## src/rtl/seq_multiplier.sv

```systemverilog
// Iterative shift-and-add unsigned multiplier, one multiplier bit per clock.
// Optional early termination on exhausted multiplier: define SEQ_MULT_EARLY_TERM_EN.
module seq_multiplier #(
  parameter int WIDTH = 8
) (
  input  logic               clk,
  input  logic               reset,
  input  logic               start,
  input  logic [WIDTH-1:0]   a,
  input  logic [WIDTH-1:0]   b,
  output logic               busy,
  output logic               done,
  output logic [2*WIDTH-1:0] product
);
  localparam int CW = $clog2(WIDTH + 1);

  typedef enum logic [1:0] {IDLE, RUN, DONE} state_e;

  state_e             state_q;
  logic [2*WIDTH-1:0] mcand_q, acc_q, acc_d, product_q;
  logic [WIDTH-1:0]   mplier_q, mplier_d;
  logic [CW-1:0]      count_q;
  logic               busy_q, done_q, last_d;

  // Datapath step taken in RUN: conditional add, then the shifted multiplier.
  always_comb begin
    acc_d    = mplier_q[0] ? acc_q + mcand_q : acc_q;
    mplier_d = mplier_q >> 1;
`ifdef SEQ_MULT_EARLY_TERM_EN
    last_d   = (count_q == CW'(1)) || (mplier_d == '0);
`else
    last_d   = (count_q == CW'(1));
`endif
  end

  always_ff @(posedge clk or negedge reset) begin
    if (!reset) begin
      state_q   <= IDLE;
      mcand_q   <= '0;
      mplier_q  <= '0;
      acc_q     <= '0;
      count_q   <= '0;
      product_q <= '0;
      busy_q    <= 1'b0;
      done_q    <= 1'b0;
    end else begin
      case (state_q)
        IDLE: begin
          done_q <= 1'b0;
          busy_q <= 1'b0;
          if (start) begin
            mcand_q  <= {{WIDTH{1'b0}}, a};
            mplier_q <= b;
            acc_q    <= '0;
            count_q  <= CW'(WIDTH);
            busy_q   <= 1'b1;
            state_q  <= RUN;
`ifdef SEQ_MULT_EARLY_TERM_EN
            if (b == '0) begin
              product_q <= '0;
              done_q    <= 1'b1;
              state_q   <= DONE;
            end
`endif
          end
        end
        RUN: begin
          acc_q    <= acc_d;
          mcand_q  <= mcand_q << 1;
          mplier_q <= mplier_d;
          count_q  <= count_q - CW'(1);
          if (last_d) begin
            product_q <= acc_d;
            done_q    <= 1'b1;
            state_q   <= DONE;
          end
        end
        DONE: begin
          done_q  <= 1'b0;
          busy_q  <= 1'b0;
          state_q <= IDLE;
        end
        default: begin
          done_q  <= 1'b0;
          busy_q  <= 1'b0;
          state_q <= IDLE;
        end
      endcase
    end
  end

  assign busy    = busy_q;
  assign done    = done_q;
  assign product = product_q;
endmodule

```

## config.mk

```make
export PLATFORM = sky130hd
export DESIGN_NAME = seq_multiplier
export DESIGN_NICKNAME = d
export VERILOG_FILES = /design/src/rtl/seq_multiplier.sv
export SDC_FILE = /design/constraint.sdc
export NUM_CORES = 1
export LEC_CHECK = 0
export CELL_PAD_IN_SITES_DETAIL_PLACEMENT = 0
export CELL_PAD_IN_SITES_GLOBAL_PLACEMENT = 1
export CORE_MARGIN = 3
export CORE_UTILIZATION = 48
export DETAILED_ROUTE_END_ITERATION = 16
export PLACE_DENSITY = 0.88
export SLEW_MARGIN = 20
export SYNTH_ARGS = -nofsm -noshare
export SYNTH_HDL_FRONTEND = slang
export SYNTH_SLANG_ARGS = --single-unit
export TNS_END_PERCENT = 30
```

## constraint.sdc

```tcl
create_clock -name clk -period 4.3 [get_ports clk]
set_input_delay 0.86 -clock clk [delete_from_list [all_inputs] [get_ports clk]]
set_output_delay 0.86 -clock clk [all_outputs]
set_load 0.005 [all_outputs]
```

==> results.cfg <==
[sta]
rsz0062_at_grt = no
relSlewSlack = 0.333
max_freq_ghz = 0.352
skew_ns = 0.00969
final_max_slew_viol_count = 0
layout_min_cycle_time_ns = 2.84
tightest_slew_ns = 0.998
report.final.hold_viol_count = 0
setup_viol = 0
fin_crit_sh = 0.660
fin_tns_setup_ns = 0

[drt]
first_pass_iters = 4
first_iter_violations = 80
drt-total-wl_um = 7360
avgRoutedWirePerCell_um = 15.1
drt-vias-per-instance = 5.52
via_count = 2697
antenna_left = 0
drc = 0

[grt]
grt_pass1_wl_um = 12600
gr-total-overflow = 0
grt_pass1_vias = 2583
grt_max_degree = 42
track_usage = 0.187
antenna_found_initial = 0

[worst_setup_path]
critPathMaxFanout = 34
max_stage_delay_ns = 0.83
critPathLaunchType = flip-flop
r2r_slack_ns = 1.46
timing.rr.start = state_q[1]
endpoint_kind = flip-flop
r2r_end = product[12]
path_cells = nor2b_1 -> buf_4 -> nand2_1 -> inv_1 -> and3_1 -> mux2i_1 -> nand2_1
required_ns = 4.52
worst_path_most_repeated_cell = nand2_1
worstPathArrival_ns = 3.06
path_class = reg2reg
slowest_stage = dfrtp_1
rr_worst_depth = 7

[cts]
cts_hold_buf = 0
cts_buffer_depth = 2
clock_latency_ns = 0.34
cts_resized = 0
clkSinkCount = 64
clk_pin_slew_ns = 0.07
root_buffer = clkbuf_8
postCtsSetupBuffers = 0
cts.htree.levels = 3
cts_tree = done
cts_buffers = 9

[power_and_ir_drop]
power_density_nw_per_um2 = 699
leakage_nw = 1.87
peakVddDrop_mv = 0.398
fin_total_pwr_mw = 2.89

[hold_path]
holdPathStages = 2
hp-class = reg2reg
min_to = product[7]
min_from = product[7]

[die]
std_cell_rows = 30
dieHeight_um = 91.5
initial_core_util = 0.506
dieArea_um2 = 8380
coreArea_um2 = 6940
fp.dieW_um = 91.5
ioPinCount = 37

[logic_synthesis]
synth_top_flop_cell = dfrtp_1
ys_ff_latch = 64
synth_top_area_share = 0.456
netlist_area_um2 = 3510
ys_seq_area_frac = 0.456
yosysWarnings = 0
yosys.area.top_type = dfrtp_1
async_flop_share = 1.00
syn-num-nets = 395
synth_edf_count = 0
syn_inst = 358
synth_area_leaders = dfrtp_1 (46%), ha_1 (6.1%), o21ai_0 (5.7%)
synth_cell_type_count = 42
syn_area_per_cell_um2 = 9.81

[cells_and_area]
drive_gt1_frac = 0.0662
num_antenna_cells = 0
seqCellArea_um2 = 1600
finalInstanceArea_um2 = 4130
finalNetCount = 425
fillers = 618
mostFrequentLayoutCells = dfrtp_1 (63), o21ai_0 (40), nand2_1 (39), clkdlybuf4s50_1 (35), a21oi_1 (34)
multi_input_comb_area_um2 = 1810
syn_to_final_growth_pct = 17.6
final_common_cell = dfrtp_1

[placed_design]
gp_congestion = 0.849
io_buffer_count = 36
post-dp-hpwl_um = 5150
post_dp_cell_area_um2 = 3930

[outcome]
status = completed

[job]
drv_cap = 0
## cells by family (layout without fill, tap and decap cells)
group | count (synthesis) | in the layout | share of synthesized area
xor+xnor | 13 | 13 | 0.0324
mux | 15 | 15 | 0.0431
fa+ha+maj | 18 | 18 | 0.0663
compound gates | 133 | 133 | 0.243
flops | 64 | 64 | 0.456
simple gates | 90 | 90 | 0.131
buf+inv | 25 | 60 | 0.0278
## worst max-delay path by stage
stage,start,endpoint,slack (ns),depth (start not counted)
2_1_floorplan,mcand_q[0],product[14],1.97,9
3_3_place_gp,start,mcand_q[2],1.28,4
3_5_place_dp,start,mplier_q[2],1.19,4
4_1_cts,state_q[1],product[12],1.45,7
5_1_grt,state_q[1],product[14],1.15,7
6_report,state_q[1],product[12],1.46,7
## metal layers
metal / track usage / vias up / share of wire / wire length (um)
li1: - / 1351 / - / -
met1: 0.269 / 1279 / 0.49 / 3630
met2: 0.282 / 58 / 0.44 / 3260
met3: 0.0340 / 9 / 0.052 / 381
met4: 0.0666 / 0 / 0.012 / 90
met5: 0 / - / 0 / 0
## critical path, delay by kind of cell (launching register included)
family | cells | cell delay, ns
flops | 1 | 0.83
buf+inv | 2 | 0.57
mux | 1 | 0.14
simple gates | 4 | 1.16
## sequential cells by signal, indices dropped and copies added (netlist names)
| register | cells |
|---|---|
| acc_q | 16 |
| mcand_q | 16 |
| product | 16 |
| mplier_q | 8 |
| count_q | 4 |
| state_q | 2 |
| busy | 1 |
| done | 1 |
## cell usage after synthesis (2+ instances only)
| library cell | instances |
|---|---|
| nand2_1 | 39 |
| mux2i_1 | 14 |
| a22o_1 | 18 |
| nand3_1 | 2 |
| nor2b_1 | 20 |
| a22oi_1 | 13 |
| a21o_1 | 7 |
| o211ai_1 | 2 |
| a21oi_1 | 34 |
| o21ai_1 | 3 |
| xor2_1 | 7 |
| o21ai_0 | 40 |
| nand2b_1 | 4 |
| o21bai_1 | 4 |
| clkbuf_1 | 16 |
| nor3b_1 | 8 |
| and3_1 | 4 |
| inv_1 | 5 |
| and2_1 | 2 |
| buf_2 | 3 |
| xnor2_1 | 6 |
| dfrtp_1 | 64 |
| nor2_1 | 7 |
| a211oi_2 | 2 |
| ha_1 | 17 |
## stage by stage
step / hold WS, ns / worst slack [ns] / utilization / instances
global placement: 0.461 / 1.28 / 0.566 / 473
CTS: 0.484 / 1.45 / 0.595 / 489
global route: 0.519 / 1.15 / 0.595 / 489
detailed placement: 0.469 / 1.19 / 0.566 / 473
floorplan: 0.467 / 1.97 / - / 358
finish: 0.476 / 1.46 / 0.595 / 489
## power breakdown
group	internal, mW	switching (mW)
Clock	0.298	0.225
Sequential	0.846	0.271
Combinational	0.611	0.637
Total	1.75	1.13
## cell type report
type,instances,share of cell area
Clock inverter,3,0.00969
Inverter,5,0.00454
Timing Repair Buffer,39,0.0915
Clock buffer,13,0.0385
Tap cell,96,0.0291
Sequential cell,64,0.388
Multi-Input combinational cell,269,0.439
Power figures use the tool's default switching activity.
